==> src/rtl/ram_arbiter_2port_if.sv <==
// ram_arbiter_2port_if: requester, RAM and status signals of the two-port RAM arbiter
interface ram_arbiter_2port_if #(
  parameter int ADDR_W = 8,
  parameter int DATA_W = 8
);
  logic              req0, req1, we0, we1;
  logic [ADDR_W-1:0] addr0, addr1;
  logic [DATA_W-1:0] wdata0, wdata1;
  logic              ack0, ack1;
  logic [DATA_W-1:0] rdata0, rdata1;
  logic              mem_en, mem_we;
  logic [ADDR_W-1:0] mem_addr;
  logic [DATA_W-1:0] mem_wdata, mem_rdata;
  logic              busy;
  modport slave (
    input  req0, req1, we0, we1, addr0, addr1, wdata0, wdata1, mem_rdata,
    output ack0, ack1, rdata0, rdata1, mem_en, mem_we, mem_addr, mem_wdata, busy
  );
  modport master (
    output req0, req1, we0, we1, addr0, addr1, wdata0, wdata1, mem_rdata,
    input  ack0, ack1, rdata0, rdata1, mem_en, mem_we, mem_addr, mem_wdata, busy
  );
endinterface

==> src/rtl/ram_arbiter_2port.sv <==
// ram_arbiter_2port: round-robin arbiter and sequencer sharing one synchronous RAM between two requesters
module ram_arbiter_2port #(
  parameter int ADDR_W = 8,
  parameter int DATA_W = 8
) (
  input logic clk,
  input logic rst,
  ram_arbiter_2port_if.slave bus
);
  typedef enum logic [1:0] {IDLE, ISSUE, WAIT} state_t;
  state_t            state_q, state_d;
  logic              last_q, last_d, sel_q, sel_d, rd_q, rd_d;
  logic              ack0_q, ack0_d, ack1_q, ack1_d;
  logic [DATA_W-1:0] rdata0_q, rdata0_d, rdata1_q, rdata1_d;
  logic              mem_en_q, mem_en_d, mem_we_q, mem_we_d;
  logic [ADDR_W-1:0] mem_addr_q, mem_addr_d;
  logic [DATA_W-1:0] mem_wdata_q, mem_wdata_d;
  logic              el0, el1, win;
  // a port in its own ack cycle is masked so a held req is not re-granted at once
  assign el0 = bus.req0 & ~ack0_q;
  assign el1 = bus.req1 & ~ack1_q;
  assign win = (el0 & el1) ? ~last_q : el1;
  // next-state and registered-output logic
  always_comb begin
    state_d     = state_q;
    last_d      = last_q;
    sel_d       = sel_q;
    rd_d        = rd_q;
    ack0_d      = 1'b0;
    ack1_d      = 1'b0;
    rdata0_d    = rdata0_q;
    rdata1_d    = rdata1_q;
    mem_en_d    = 1'b0;
    mem_we_d    = 1'b0;
    mem_addr_d  = mem_addr_q;
    mem_wdata_d = mem_wdata_q;
    case (state_q)
      IDLE: if (el0 | el1) begin
        state_d     = ISSUE;
        mem_en_d    = 1'b1;
        sel_d       = win;
        last_d      = win;
        mem_we_d    = win ? bus.we1 : bus.we0;
        rd_d        = ~(win ? bus.we1 : bus.we0);
        mem_addr_d  = win ? bus.addr1 : bus.addr0;
        mem_wdata_d = win ? bus.wdata1 : bus.wdata0;
      end
      ISSUE: state_d = WAIT;
      WAIT: begin
        state_d  = IDLE;
        ack0_d   = ~sel_q;
        ack1_d   = sel_q;
        rdata0_d = (rd_q & ~sel_q) ? bus.mem_rdata : rdata0_q;
        rdata1_d = (rd_q & sel_q) ? bus.mem_rdata : rdata1_q;
      end
      default: state_d = IDLE;
    endcase
  end
  // state and output registers; last_grant resets to 1 so the first tie goes to port 0
  always_ff @(posedge clk) begin
    if (rst) begin
      state_q     <= IDLE;
      last_q      <= 1'b1;
      sel_q       <= 1'b0;
      rd_q        <= 1'b0;
      ack0_q      <= 1'b0;
      ack1_q      <= 1'b0;
      rdata0_q    <= '0;
      rdata1_q    <= '0;
      mem_en_q    <= 1'b0;
      mem_we_q    <= 1'b0;
      mem_addr_q  <= '0;
      mem_wdata_q <= '0;
    end else begin
      state_q     <= state_d;
      last_q      <= last_d;
      sel_q       <= sel_d;
      rd_q        <= rd_d;
      ack0_q      <= ack0_d;
      ack1_q      <= ack1_d;
      rdata0_q    <= rdata0_d;
      rdata1_q    <= rdata1_d;
      mem_en_q    <= mem_en_d;
      mem_we_q    <= mem_we_d;
      mem_addr_q  <= mem_addr_d;
      mem_wdata_q <= mem_wdata_d;
    end
  end
  assign bus.ack0      = ack0_q;
  assign bus.ack1      = ack1_q;
  assign bus.rdata0    = rdata0_q;
  assign bus.rdata1    = rdata1_q;
  assign bus.mem_en    = mem_en_q;
  assign bus.mem_we    = mem_we_q;
  assign bus.mem_addr  = mem_addr_q;
  assign bus.mem_wdata = mem_wdata_q;
  assign bus.busy      = state_q != IDLE;
endmodule

==> src/flat_wrapper.sv <==
// flat-port wrapper written by rule: the top's interface ports become plain ports
module ram_arbiter_2port_flat 
#(
  parameter int ADDR_W = 8,
  parameter int DATA_W = 8
)
  (clk, rst, bus_req0, bus_req1, bus_we0, bus_we1, bus_addr0, bus_addr1, bus_wdata0, bus_wdata1, bus_mem_rdata, bus_ack0, bus_ack1, bus_rdata0, bus_rdata1, bus_mem_en, bus_mem_we, bus_mem_addr, bus_mem_wdata, bus_busy);
  ram_arbiter_2port_if #(.ADDR_W(ADDR_W), .DATA_W(DATA_W)) bus_i ();
  input logic clk;
  input logic rst;
  input wire logic [$bits(bus_i.req0)-1:0] bus_req0;
  input wire logic [$bits(bus_i.req1)-1:0] bus_req1;
  input wire logic [$bits(bus_i.we0)-1:0] bus_we0;
  input wire logic [$bits(bus_i.we1)-1:0] bus_we1;
  input wire logic [$bits(bus_i.addr0)-1:0] bus_addr0;
  input wire logic [$bits(bus_i.addr1)-1:0] bus_addr1;
  input wire logic [$bits(bus_i.wdata0)-1:0] bus_wdata0;
  input wire logic [$bits(bus_i.wdata1)-1:0] bus_wdata1;
  input wire logic [$bits(bus_i.mem_rdata)-1:0] bus_mem_rdata;
  output wire logic [$bits(bus_i.ack0)-1:0] bus_ack0;
  output wire logic [$bits(bus_i.ack1)-1:0] bus_ack1;
  output wire logic [$bits(bus_i.rdata0)-1:0] bus_rdata0;
  output wire logic [$bits(bus_i.rdata1)-1:0] bus_rdata1;
  output wire logic [$bits(bus_i.mem_en)-1:0] bus_mem_en;
  output wire logic [$bits(bus_i.mem_we)-1:0] bus_mem_we;
  output wire logic [$bits(bus_i.mem_addr)-1:0] bus_mem_addr;
  output wire logic [$bits(bus_i.mem_wdata)-1:0] bus_mem_wdata;
  output wire logic [$bits(bus_i.busy)-1:0] bus_busy;
  assign bus_i.req0 = bus_req0;
  assign bus_i.req1 = bus_req1;
  assign bus_i.we0 = bus_we0;
  assign bus_i.we1 = bus_we1;
  assign bus_i.addr0 = bus_addr0;
  assign bus_i.addr1 = bus_addr1;
  assign bus_i.wdata0 = bus_wdata0;
  assign bus_i.wdata1 = bus_wdata1;
  assign bus_i.mem_rdata = bus_mem_rdata;
  assign bus_ack0 = bus_i.ack0;
  assign bus_ack1 = bus_i.ack1;
  assign bus_rdata0 = bus_i.rdata0;
  assign bus_rdata1 = bus_i.rdata1;
  assign bus_mem_en = bus_i.mem_en;
  assign bus_mem_we = bus_i.mem_we;
  assign bus_mem_addr = bus_i.mem_addr;
  assign bus_mem_wdata = bus_i.mem_wdata;
  assign bus_busy = bus_i.busy;
  ram_arbiter_2port #(.ADDR_W(ADDR_W), .DATA_W(DATA_W)) u_core (.clk(clk), .rst(rst), .bus(bus_i));
endmodule
==> config.mk <==
export PLATFORM = sky130hd
export DESIGN_NAME = ram_arbiter_2port_flat
export DESIGN_NICKNAME = d
export VERILOG_FILES = /design/src/rtl/ram_arbiter_2port_if.sv /design/src/rtl/ram_arbiter_2port.sv /design/src/flat_wrapper.sv
export SDC_FILE = /design/constraint.sdc
export NUM_CORES = 1
export LEC_CHECK = 0
export ABC_AREA = 1
export CORE_MARGIN = 10
export CORE_UTILIZATION = 29
export CTS_CLUSTER_DIAMETER = 40
export DETAILED_ROUTE_END_ITERATION = 6
export PLACE_DENSITY = 0.61
export SYNTH_ARGS = -nofsm -noshare
export SYNTH_HDL_FRONTEND = slang
export SYNTH_SLANG_ARGS = --single-unit
==> constraint.sdc <==
create_clock -name clk -period 1.4 [get_ports clk]
set_clock_uncertainty 0.05 [all_clocks]
set_input_delay 0.28 -clock clk [delete_from_list [all_inputs] [get_ports clk]]
set_output_delay 0.28 -clock clk [all_outputs]
set_load 0.02 [all_outputs]
==> metrics.json, run 1 <==
{
  "postSynthRegisterBits": {"value": 41},
  "setup_fix_bufs_post_cts": {"value": 0},
  "worstSkewPairLatency": {"value": 290, "unit": "ps"},
  "global_route.overflow_total": {"value": 0},
  "timing.critical_path.to_type": {"value": "output port"},
  "synth.distinct_cells": {"value": 20},
  "grt_antenna_before_repair": {"value": 0},
  "ant_nets": {"value": 0},
  "critical-path-top-delay-family": {"value": "flip-flops"},
  "postSynthCellCount": {"value": 270},
  "yosysMostFrequentCell": {"value": "sky130_fd_sc_hd__nor2_1"},
  "post_route_cells_drive_above_1_share": {"value": 0.106},
  "finalHoldViolations": {"value": 0},
  "drt-vias-per-instance": {"value": 4.23},
  "placement.cell_area": {"value": 2880, "unit": "µm²"},
  "first_global_vias": {"value": 1769},
  "io_buffer_count": {"value": 82},
  "ctsResizeCount": {"value": 40},
  "synthDominantAreaCellType": {"value": "sky130_fd_sc_hd__dfxtp_1"},
  "timing.critical_path.cells": {"value": "dlygate4sd2_1"},
  "setup.worst_path.start_class": {"value": "flop"},
  "post_synth_most_frequent_cells": {"value": "sky130_fd_sc_hd__nor2_1 (68), sky130_fd_sc_hd__nand2_1 (60), sky130_fd_sc_hd__dfxtp_1 (41)"},
  "final-max-slew-violation-count": {"value": 0},
  "syn_nets": {"value": 316},
  "wirelength": {"value": 5300, "unit": "µm"},
  "fin_crit": {"value": 1320, "unit": "ps"},
  "n_antenna_cell": {"value": 0},
  "grt_max_degree": {"value": 30},
  "grt_util_all_layers": {"value": 0.104},
  "worst_slew_pin_slew": {"value": 259, "unit": "ps"},
  "num-nets-final": {"value": 414},
  "cts.htree.levels": {"value": 2},
  "setup-violations-final": {"value": 0},
  "worstPathRequired": {"value": 1070, "unit": "ps"},
  "grt_pass1_wl": {"value": 8510, "unit": "µm"},
  "final.setup.tns": {"value": 0, "unit": "ps"},
  "hold_class": {"value": "flop to flop"},
  "reg_clk_slew_reported_paths": {"value": 80, "unit": "ps"},
  "power.total": {"value": 3010, "unit": "µW"},
  "tritoncts": {"value": "done"},
  "detail_route.drc_violations": {"value": 0},
  "final_area": {"value": 2940, "unit": "µm²"},
  "fmaxAchievable": {"value": 758, "unit": "MHz"},
  "initial_core_util": {"value": 0.295},
  "clock_buffer_depth": {"value": 2},
  "gp_congestion": {"value": 0.746},
  "wire_per_inst": {"value": 11.9, "unit": "µm"},
  "unrepaired_setup_endpoints_after_global_routing": {"value": "false"},
  "fp.coreArea": {"value": 6280, "unit": "µm²"},
  "cpPeakStageDelay": {"value": 350, "unit": "ps"},
  "drt_iter0_markers": {"value": 37},
  "synth.area.top_cells": {"value": "sky130_fd_sc_hd__dfxtp_1 (44%), sky130_fd_sc_hd__nor2_1 (14%), sky130_fd_sc_hd__nand2_1 (12%), sky130_fd_sc_hd__nand3_1 (5.4%), sky130_fd_sc_hd__inv_1 (4.9%)"},
  "worstSetupPathType": {"value": "flop to output port"},
  "synth_top_flop_cell": {"value": "sky130_fd_sc_hd__dfxtp_1"},
  "worst-path-max-fanout": {"value": 2},
  "floorplan_die_height": {"value": 99.9, "unit": "µm"},
  "number_of_clock_sinks": {"value": 41},
  "cts_inserted_buffers": {"value": 5},
  "period_share": {"value": 0.942},
  "syn-cell-area": {"value": 1850, "unit": "µm²"},
  "die_w": {"value": 99.9, "unit": "µm"},
  "yosys_warnings": {"value": 0},
  "drt_pre_antenna_iters": {"value": 4},
  "cell_type_of_the_slowest_stage_on_the_worst_timing_path": {"value": "sky130_fd_sc_hd__dfxtp_1"},
  "fillers": {"value": 671},
  "seq_area_frac_synth": {"value": 0.443},
  "design.die.area": {"value": 9990, "unit": "µm²"},
  "cap_violations": {"value": 0},
  "leakagePower": {"value": 0.00145, "unit": "µW"},
  "boundaryPins": {"value": 83},
  "area_growth_syn_to_layout": {"value": 58.7, "unit": "%"},
  "max_slew_headroom": {"value": 0.827},
  "detailed_placement_wirelength_estimate": {"value": 4310, "unit": "µm"},
  "syn_avg_cell_area": {"value": 6.86, "unit": "µm²"},
  "clock_tree_root": {"value": "sky130_fd_sc_hd__clkbuf_8"},
  "synth-edff-count": {"value": 0},
  "arrival_time_of_the_worst_setup_path": {"value": 990, "unit": "ps"},
  "powerDensity": {"value": 1020, "unit": "nW/µm²"},
  "path_buf_inv": {"value": 1},
  "irDropWorstVdd": {"value": 0.406, "unit": "mV"},
  "run_status": {"value": "finished clean"},
  "detailroute.via_count": {"value": 1888},
  "synth_async_sr_flop_share": {"value": 0},
  "floorplan.rows": {"value": 29},
  "holdBufCountCts": {"value": 0},
  "synth_largest_type_area_fraction": {"value": 0.443}
}
[power by group]
| group | leakage (µW) | internal (µW) | switching (µW) | total, µW |
|---|---|---|---|---|
| Clock | 0.0000543 | 534 | 422 | 955 |
| Sequential | 0.000336 | 1250 | 39.4 | 1290 |
| Combinational | 0.00106 | 368 | 400 | 768 |
[per-stage QoR]
step                worst slack (ps)  cells  utilization  hold slack (ps)
finish                          81.5    446        0.468              415
global placement                -174    438        0.458              397
detailed placement              -187    438        0.458              407
global route                    17.3    446        0.468              462
floorplan                        176    270            -              299
CTS                             61.4    446        0.468              419
[cell usage in the layout (no fill, tap or decap), types with 5 or more instances in the layout]
cell / Yosys / layout
sky130_fd_sc_hd__a21boi_0: 7 / 7
sky130_fd_sc_hd__clkdlybuf4s50_1: 0 / 45
sky130_fd_sc_hd__clkbuf_8: 0 / 5
sky130_fd_sc_hd__dfxtp_1: 41 / 41
sky130_fd_sc_hd__inv_1: 24 / 24
sky130_fd_sc_hd__dlygate4sd2_1: 0 / 36
sky130_fd_sc_hd__o21ai_0: 16 / 16
sky130_fd_sc_hd__nand3_1: 20 / 20
sky130_fd_sc_hd__buf_4: 0 / 19
sky130_fd_sc_hd__nand2_1: 60 / 60
sky130_fd_sc_hd__nor2_1: 68 / 68
sky130_fd_sc_hd__a21boi_1: 9 / 9
[routing by layer]
layer	GRT usage	part of all wire	vias to the layer above
met5	0	0	-
met3	0.0556	0.11	2
met2	0.162	0.45	54
met1	0.120	0.43	801
met4	0.0364	0.0070	0
li1	-	-	1031
[area by class of cell]
cell class	instances	area (µm²)	area share
clock buffers	5	68.8	0.0234
clock inverters	3	46.3	0.0157
inverters	27	101	0.0345
multi-input cells	190	853	0.290
flip-flops and latches	41	821	0.279
well taps	77	96.3	0.0328
repair buffers	103	953	0.324
[flip-flops by register name (all words and copies together) (netlist names)]
name / cells
u_core.bus.mem_addr: 8
u_core.bus.mem_wdata: 8
u_core.bus.rdata0: 8
u_core.bus.rdata1: 8
u_core.state_q: 2
u_core.bus.ack0: 1
u_core.bus.ack1: 1
u_core.bus.mem_en: 1
u_core.bus.mem_we: 1
u_core.last_q: 1
u_core.rd_q: 1
u_core.sel_q: 1
[path summary, 6_finish.rpt]
kind / endpoint / start / slack [ps] / cells past startpoint
setup / recovery: bus_rdata1[2] / u_core.bus.rdata1[2] / 80 / 1
hold / removal: u_core.state_q[1] / u_core.state_q[0] / 410 / 2
setup reg to reg: u_core.bus.mem_wdata[5] / u_core.state_q[0] / 120 / 8
hold reg to reg: u_core.state_q[1] / u_core.state_q[0] / 410 / 2
[cell families after synthesis]
| logic type | after synthesis | share of synthesized area |
|---|---|---|
| AOI/OAI and AO/OA | 35 | 0.122 |
| buffers and inverters | 39 | 0.0966 |
| DFF | 41 | 0.443 |
| and+or+nand+nor | 155 | 0.338 |
Power figures use the tool's default switching activity.
==> run 2, diff against run 1 <==
- RECOVER_POWER: not set -> 25
- SKIP_CTS_REPAIR_TIMING: not set -> 1
==> run 2 against run 1 <==
  * Global-route usage is the same
  * Core utilization is 0.32 points higher
  * Via count up 0.21%
  * Worst hold slack gained 1.8 ps
  * Clock power barely moved
  * Final cell count unchanged
  * Maximum frequency decreased by 2.1%
==> metrics.json, run 2 (synthesized netlist as in run 1, its figures left out) <==
{
  "run_status": {"value": "finished clean"},
  "worstPathRequired": {"value": 1070, "unit": "ps", "change": "about the same"},
  "reg2reg_depth": {"value": 8, "change": "unchanged"},
  "post_route_cells_drive_above_1_share": {"value": 0.103, "change": "-0.00271"},
  "irDropWorstVdd": {"value": 0.406, "unit": "mV", "change": "about the same"},
  "cts.htree.levels": {"value": 2, "change": "unchanged"},
  "initial_core_util": {"value": 0.295, "change": "unchanged"},
  "power.total": {"value": 3020, "unit": "µW", "change": "about the same"},
  "design.die.area": {"value": 9990, "unit": "µm²", "change": "unchanged"},
  "critical_path.endpoint": {"value": "bus_busy"},
  "cts_inserted_buffers": {"value": 5, "change": "unchanged"},
  "boundaryPins": {"value": 83, "change": "unchanged"},
  "floorplan_die_height": {"value": 99.9, "unit": "µm", "change": "unchanged"},
  "placement.cell_area": {"value": 2880, "unit": "µm²", "change": "unchanged"},
  "finalHoldViolations": {"value": 0, "change": "unchanged"},
  "global_route.usage.met1": {"value": 0.119, "change": "-0.000806"},
  "unrepaired_setup_endpoints_after_global_routing": {"value": "false"},
  "gp_congestion": {"value": 0.746, "change": "unchanged"},
  "detailroute.via_count": {"value": 1892, "change": "+0.21%"},
  "die_w": {"value": 99.9, "unit": "µm", "change": "unchanged"},
  "first_global_vias": {"value": 1769, "change": "unchanged"},
  "setup-violations-final": {"value": 0, "change": "unchanged"},
  "grt_util_all_layers": {"value": 0.104, "change": "unchanged"},
  "worst-path-max-fanout": {"value": 2, "change": "unchanged"},
  "grt_antenna_before_repair": {"value": 0, "change": "unchanged"},
  "globalRouteMet2Util": {"value": 0.162, "change": "unchanged"},
  "n_antenna_cell": {"value": 0, "change": "unchanged"},
  "max_slew_headroom": {"value": 0.805, "change": "-0.0215"},
  "clock_buffer_depth": {"value": 2, "change": "unchanged"},
  "arrival_time_of_the_worst_setup_path": {"value": 1020, "unit": "ps", "change": "+30 ps"},
  "timing.hold.ws": {"value": 417, "unit": "ps", "change": "+1.80 ps"},
  "drt_pre_antenna_iters": {"value": 4, "change": "unchanged"},
  "fmaxAchievable": {"value": 742, "unit": "MHz", "change": "-2.1%"},
  "powerDensity": {"value": 1020, "unit": "nW/µm²", "change": "-0.59%"},
  "grt_pass1_wl": {"value": 8510, "unit": "µm", "change": "about the same"},
  "grt_max_degree": {"value": 30, "change": "unchanged"},
  "tritoncts": {"value": "done"},
  "fin_crit": {"value": 1350, "unit": "ps", "change": "+28.6 ps"},
  "crit-reg2reg-capture": {"value": "u_core.bus.mem_wdata[5]"},
  "period_share": {"value": 0.962, "change": "+0.0204"},
  "floorplan.rows": {"value": 29, "change": "unchanged"},
  "final_area": {"value": 2960, "unit": "µm²", "change": "+0.68%"},
  "clock_tree_root": {"value": "sky130_fd_sc_hd__clkbuf_8"},
  "final.setup.tns": {"value": 0, "unit": "ps", "change": "unchanged"},
  "final-max-slew-violation-count": {"value": 0, "change": "unchanged"},
  "leakagePower": {"value": 0.00165, "unit": "µW", "change": "+14%"},
  "worstSetupPathType": {"value": "flop to output port"},
  "cap_violations": {"value": 0, "change": "unchanged"},
  "ant_nets": {"value": 0, "change": "unchanged"},
  "most-common-layout-cells": {"value": "sky130_fd_sc_hd__nor2_1 (68), sky130_fd_sc_hd__nand2_1 (60), sky130_fd_sc_hd__clkdlybuf4s50_1 (44), sky130_fd_sc_hd__dfxtp_1 (41), sky130_fd_sc_hd__inv_1 (24)"},
  "wirelength": {"value": 5380, "unit": "µm", "change": "+1.6%"},
  "area_growth_syn_to_layout": {"value": 59.8, "unit": "%"},
  "reg_clk_slew_reported_paths": {"value": 80, "unit": "ps", "change": "about the same"},
  "worstSkewPairLatency": {"value": 290, "unit": "ps", "change": "about the same"},
  "grt_util_met3": {"value": 0.0570, "change": "+0.00137"},
  "detailed_placement_wirelength_estimate": {"value": 4310, "unit": "µm", "change": "unchanged"},
  "number_of_clock_sinks": {"value": 41, "change": "unchanged"},
  "timing.critical_path.to_type": {"value": "output port"},
  "fp.coreArea": {"value": 6280, "unit": "µm²", "change": "unchanged"},
  "beginning_of_the_critical_path": {"value": "u_core.state_q[1]"},
  "hold_class": {"value": "flop to flop"},
  "worstReg2RegStart": {"value": "u_core.state_q[1]"},
  "worst_slew_pin_slew": {"value": 293, "unit": "ps", "change": "+33.7 ps"},
  "layout_commonest_cell": {"value": "sky130_fd_sc_hd__nor2_1"},
  "drt_iter0_markers": {"value": 38, "change": "+2.7%"},
  "detail_route.drc_violations": {"value": 0, "change": "unchanged"},
  "wire_per_inst": {"value": 12.1, "unit": "µm", "change": "+1.6%"},
  "setup.worst_path.start_class": {"value": "flop"},
  "global_route.peak_usage_layer": {"value": "met2"},
  "num-nets-final": {"value": 414, "change": "unchanged"},
  "drt-vias-per-instance": {"value": 4.24, "change": "+0.21%"},
  "io_buffer_count": {"value": 82, "change": "unchanged"},
  "global_route.overflow_total": {"value": 0, "change": "unchanged"},
  "register_to_register_setup_slack": {"value": 110, "unit": "ps", "change": "about the same"}
}
[run 2: cell types whose count changed in the layout (fill, tap and decap cells not counted), sizes merged]
cell | before | now
dlygate4sd2 | 36 | 0
buf | 22 | 21
clkdlybuf4s50 | 45 | 44
dlygate4sd3 | 0 | 1
dlymetal6s2s | 0 | 23
clkbuf | 5 | 19
[run 2: layout make-up]
class,instances,area [µm²]
clock buffers,5,68.8
clock inverters,3,46.3
fillers,656,3320
inverters,27,101
multi-input cells,190,853
flip-flops and latches,41,821
well taps,77,96.3
repair buffers,103,973
[run 2: worst min path at each step]
stage                      startpoint                end  slack, ps  cells past startpoint
detailed placement  u_core.state_q[0]  u_core.state_q[1]        410                      2
CTS                 u_core.state_q[0]  u_core.state_q[1]        420                      2
global route        u_core.state_q[0]  u_core.state_q[1]        460                      2
global placement    u_core.state_q[0]  u_core.state_q[1]        400                      2
finish              u_core.state_q[0]  u_core.state_q[1]        420                      2
floorplan                         rst       u_core.sel_q        300                      1
[run 2: metrics by stage]
stage	std cells	worst slack [ps]	utilization
2_1_floorplan	270	176	-
6_report	446	52.9	0.472
3_3_place_gp	438	-174	0.458
5_1_grt	446	7.78	0.472
4_1_cts	446	-305	0.476
3_5_place_dp	438	-187	0.458
[run 2: per-layer routing]
metal	routed length [µm]	share of wire	up-vias
li1	-	-	1031
met1	2380	0.44	805
met2	2410	0.45	54
met3	547	0.10	2
met4	37	0.0069	0
met5	0	0	-
[run 2: report_power, final]
part	total (µW)	internal, µW	switching [µW]
clock network	954	534	420
logic	771	370	401
registers	1290	1250	41.0
[run 2: critical path, stage by stage (launching register included)]
cell,delay (ps)
sky130_fd_sc_hd__dfxtp_1,320
sky130_fd_sc_hd__nor2_2,150
sky130_fd_sc_hd__inv_2,50
sky130_fd_sc_hd__dlymetal6s2s_1,210
==> run 3, diff against run 2 <==
- GPL_TIMING_DRIVEN: not set -> 0
==> run 3 against run 2 <==
  * Sequential share of layout area up 0.71 points
  * Power decreased by 6.2%
  * Sequential power about the same
  * Count of clock-buffer cells in the layout did not move
  * Combinational power fell by 0.5%
  * Die area unchanged
  * Flip-flop and latch count did not move
  * Non-clock buffer count shrank 7
  * Core utilization down 1.2 points
  * Worst setup slack improved by 19 ps
  * Clock power down 20%
==> metrics.json, run 3 (synthesized netlist as in run 1, its figures left out) <==
{
  "cell_type_of_the_slowest_stage_on_the_worst_timing_path": {"value": "sky130_fd_sc_hd__dfxtp_1"},
  "run_status": {"value": "finished clean"},
  "finalHoldViolations": {"value": 0, "change": "unchanged"},
  "setup-violations-final": {"value": 0, "change": "unchanged"},
  "beginning_of_the_critical_path": {"value": "u_core.state_q[0]"},
  "critical-path-top-delay-family": {"value": "flip-flops"},
  "initial_core_util": {"value": 0.295, "change": "unchanged"},
  "floorplan.rows": {"value": 29, "change": "unchanged"},
  "tritoncts": {"value": "done"},
  "max_slew_headroom": {"value": 0.808, "change": "+0.00242"},
  "die_w": {"value": 99.9, "unit": "µm", "change": "unchanged"},
  "drt_pre_antenna_iters": {"value": 4, "change": "unchanged"},
  "worst-path-max-fanout": {"value": 3, "change": "+1"},
  "drt_iter0_markers": {"value": 62, "change": "+63%"},
  "post_route_cells_drive_above_1_share": {"value": 0.102, "change": "-0.000771"},
  "period_share": {"value": 0.948, "change": "-0.0139"},
  "power.total": {"value": 2830, "unit": "µW", "change": "-6.2%"},
  "final_area": {"value": 2890, "unit": "µm²", "change": "-2.5%"},
  "detail_route.drc_violations": {"value": 0, "change": "unchanged"},
  "design.die.area": {"value": 9990, "unit": "µm²", "change": "unchanged"},
  "n_antenna_cell": {"value": 0, "change": "unchanged"},
  "boundaryPins": {"value": 83, "change": "unchanged"},
  "worstPathRequired": {"value": 1070, "unit": "ps", "change": "about the same"},
  "timing.critical_path.to_type": {"value": "output port"},
  "stdcell_count": {"value": 439, "change": "-1.6%"},
  "timing.critical_path.cells": {"value": "nor2_4, inv_2, clkbuf_2"},
  "worstHoldPathCells": {"value": 2, "change": "unchanged"},
  "detailroute.via_count": {"value": 1930, "change": "+2.0%"},
  "grt_max_degree": {"value": 14, "change": "-53%"},
  "layout_commonest_cell": {"value": "sky130_fd_sc_hd__nor2_1"},
  "fmaxAchievable": {"value": 753, "unit": "MHz", "change": "+1.5%"},
  "final_critical_path_setup_slack": {"value": 72.4, "unit": "ps", "change": "+19.4 ps"},
  "grt_util_all_layers": {"value": 0.119, "change": "+0.0141"},
  "setup.worst_path.start_class": {"value": "flop"},
  "num-nets-final": {"value": 407, "change": "-1.7%"},
  "first_global_vias": {"value": 1988, "change": "+12%"},
  "arrival_time_of_the_worst_setup_path": {"value": 1000, "unit": "ps", "change": "-20 ps"},
  "fp.coreArea": {"value": 6280, "unit": "µm²", "change": "unchanged"},
  "fillers": {"value": 666, "change": "+1.5%"},
  "path_buf_inv": {"value": 2, "change": "unchanged"},
  "global_route.peak_usage_layer": {"value": "met2"},
  "gp_congestion": {"value": 0.811, "change": "+8.7%"},
  "cap_violations": {"value": 0, "change": "unchanged"},
  "worstSetupPathType": {"value": "flop to output port"},
  "final-max-slew-violation-count": {"value": 0, "change": "unchanged"},
  "worstSkewPairLatency": {"value": 290, "unit": "ps", "change": "about the same"},
  "cpPeakStageDelay": {"value": 340, "unit": "ps", "change": "+20 ps"},
  "global_route.overflow_total": {"value": 0, "change": "unchanged"},
  "floorplan_die_height": {"value": 99.9, "unit": "µm", "change": "unchanged"},
  "area_growth_syn_to_layout": {"value": 55.8, "unit": "%"},
  "leakagePower": {"value": 0.00161, "unit": "µW", "change": "-2.5%"},
  "grt_util_met3": {"value": 0.0556, "change": "-0.00137"},
  "ant_nets": {"value": 0, "change": "unchanged"},
  "worst_slew_pin_slew": {"value": 289, "unit": "ps", "change": "-3.64 ps"},
  "wire_per_inst": {"value": 13.4, "unit": "µm", "change": "+11%"},
  "hold_start": {"value": "u_core.bus.rdata0[4]"},
  "timing.hold.ws": {"value": 433, "unit": "ps", "change": "+16.4 ps"},
  "hold_class": {"value": "flop to flop"},
  "grt_pass1_wl": {"value": 9640, "unit": "µm", "change": "+13%"},
  "cts_inserted_buffers": {"value": 5, "change": "unchanged"},
  "crit_cells": {"value": 3, "change": "unchanged"},
  "reg2reg_depth": {"value": 7, "change": "-1"},
  "irDropWorstVdd": {"value": 0.369, "unit": "mV", "change": "-9.1%"},
  "cts.htree.levels": {"value": 2, "change": "unchanged"},
  "grt_antenna_before_repair": {"value": 0, "change": "unchanged"},
  "global_route.usage.met1": {"value": 0.134, "change": "+0.0155"},
  "clock_tree_root": {"value": "sky130_fd_sc_hd__clkbuf_8"},
  "fin_crit": {"value": 1330, "unit": "ps", "change": "-19.4 ps"},
  "number_of_clock_sinks": {"value": 41, "change": "unchanged"},
  "preCtsSetupSlack": {"value": -342, "unit": "ps", "change": "-155 ps"},
  "io_buffer_count": {"value": 82, "change": "unchanged"},
  "dpl.cell_count": {"value": 429, "change": "-2.1%"},
  "worstReg2RegStart": {"value": "u_core.state_q[0]"},
  "most-common-layout-cells": {"value": "sky130_fd_sc_hd__nor2_1 (68), sky130_fd_sc_hd__nand2_1 (60), sky130_fd_sc_hd__clkdlybuf4s50_1 (44), sky130_fd_sc_hd__dfxtp_1 (41), sky130_fd_sc_hd__dlymetal6s2s_1 (24)"},
  "reg_clk_slew_reported_paths": {"value": 80, "unit": "ps", "change": "about the same"},
  "wirelength": {"value": 5890, "unit": "µm", "change": "+9.5%"},
  "detailed_placement_wirelength_estimate": {"value": 4470, "unit": "µm", "change": "+3.6%"},
  "globalRouteMet2Util": {"value": 0.196, "change": "+0.0343"},
  "placement.cell_area": {"value": 2770, "unit": "µm²", "change": "-3.7%"},
  "powerDensity": {"value": 980, "unit": "nW/µm²", "change": "-3.8%"},
  "drt-vias-per-instance": {"value": 4.40, "change": "+3.6%"},
  "clock_buffer_depth": {"value": 2, "change": "unchanged"}
}
-- run 3: cell types whose count changed in the layout (fill, tap and decap cells not counted), moves of 2 or more --
cell | previous run | this run
sky130_fd_sc_hd__clkbuf_2 | 0 | 2
sky130_fd_sc_hd__buf_6 | 0 | 3
sky130_fd_sc_hd__buf_4 | 19 | 6
sky130_fd_sc_hd__clkinv_2 | 0 | 2
sky130_fd_sc_hd__buf_2 | 0 | 2
sky130_fd_sc_hd__clkbuf_4 | 0 | 2
sky130_fd_sc_hd__inv_2 | 3 | 5
sky130_fd_sc_hd__inv_1 | 24 | 21
sky130_fd_sc_hd__nand3_1 | 20 | 18
sky130_fd_sc_hd__buf_12 | 2 | 0
-- run 3: routing by layer --
metal | routed length [µm] | up-vias | share of wire
met5 | 0 | - | 0
met4 | 54 | 0 | 0.0092
met3 | 507 | 5 | 0.086
met2 | 2620 | 58 | 0.44
met1 | 2710 | 849 | 0.46
li1 | - | 1018 | -
-- run 3: final timing paths --
path,endpoint,slack (ps)
setup / recovery,bus_busy,70
hold / removal,u_core.bus.rdata0[4],430
setup reg to reg,u_core.bus.rdata1[5],150
hold reg to reg,u_core.bus.rdata0[4],430
-- run 3: power breakdown --
group	switching (µW)	total, µW	internal [µW]
logic	416	767	351
registers	47.0	1300	1250
clock network	419	764	344
total	882	2830	1950
-- run 3: layout make-up --
type,instances,area (µm²),area share
plain buffers,12,93.8,0.0325
clock buffers,5,68.8,0.0238
clock inverters,3,17.5,0.00607
inverters,27,104,0.0360
multi-input cells,190,876,0.303
flip-flops and latches,41,821,0.284
well taps,77,96.3,0.0334
repair buffers,84,810,0.280
-- run 3: stage by stage --
stage,utilization,setup TNS (ps)
final,0.460,0
after detailed placement,0.441,-10000
after CTS,0.455,-7270
after floorplan,-,0
after global routing,0.460,-4.57
after global placement,0.441,-9860
-- run 3: tightest hold or removal path: cells and delay by family, from the launching register on --
kind | cells | cell delay [ps]
flops | 1 | 330
simple gates | 2 | 120
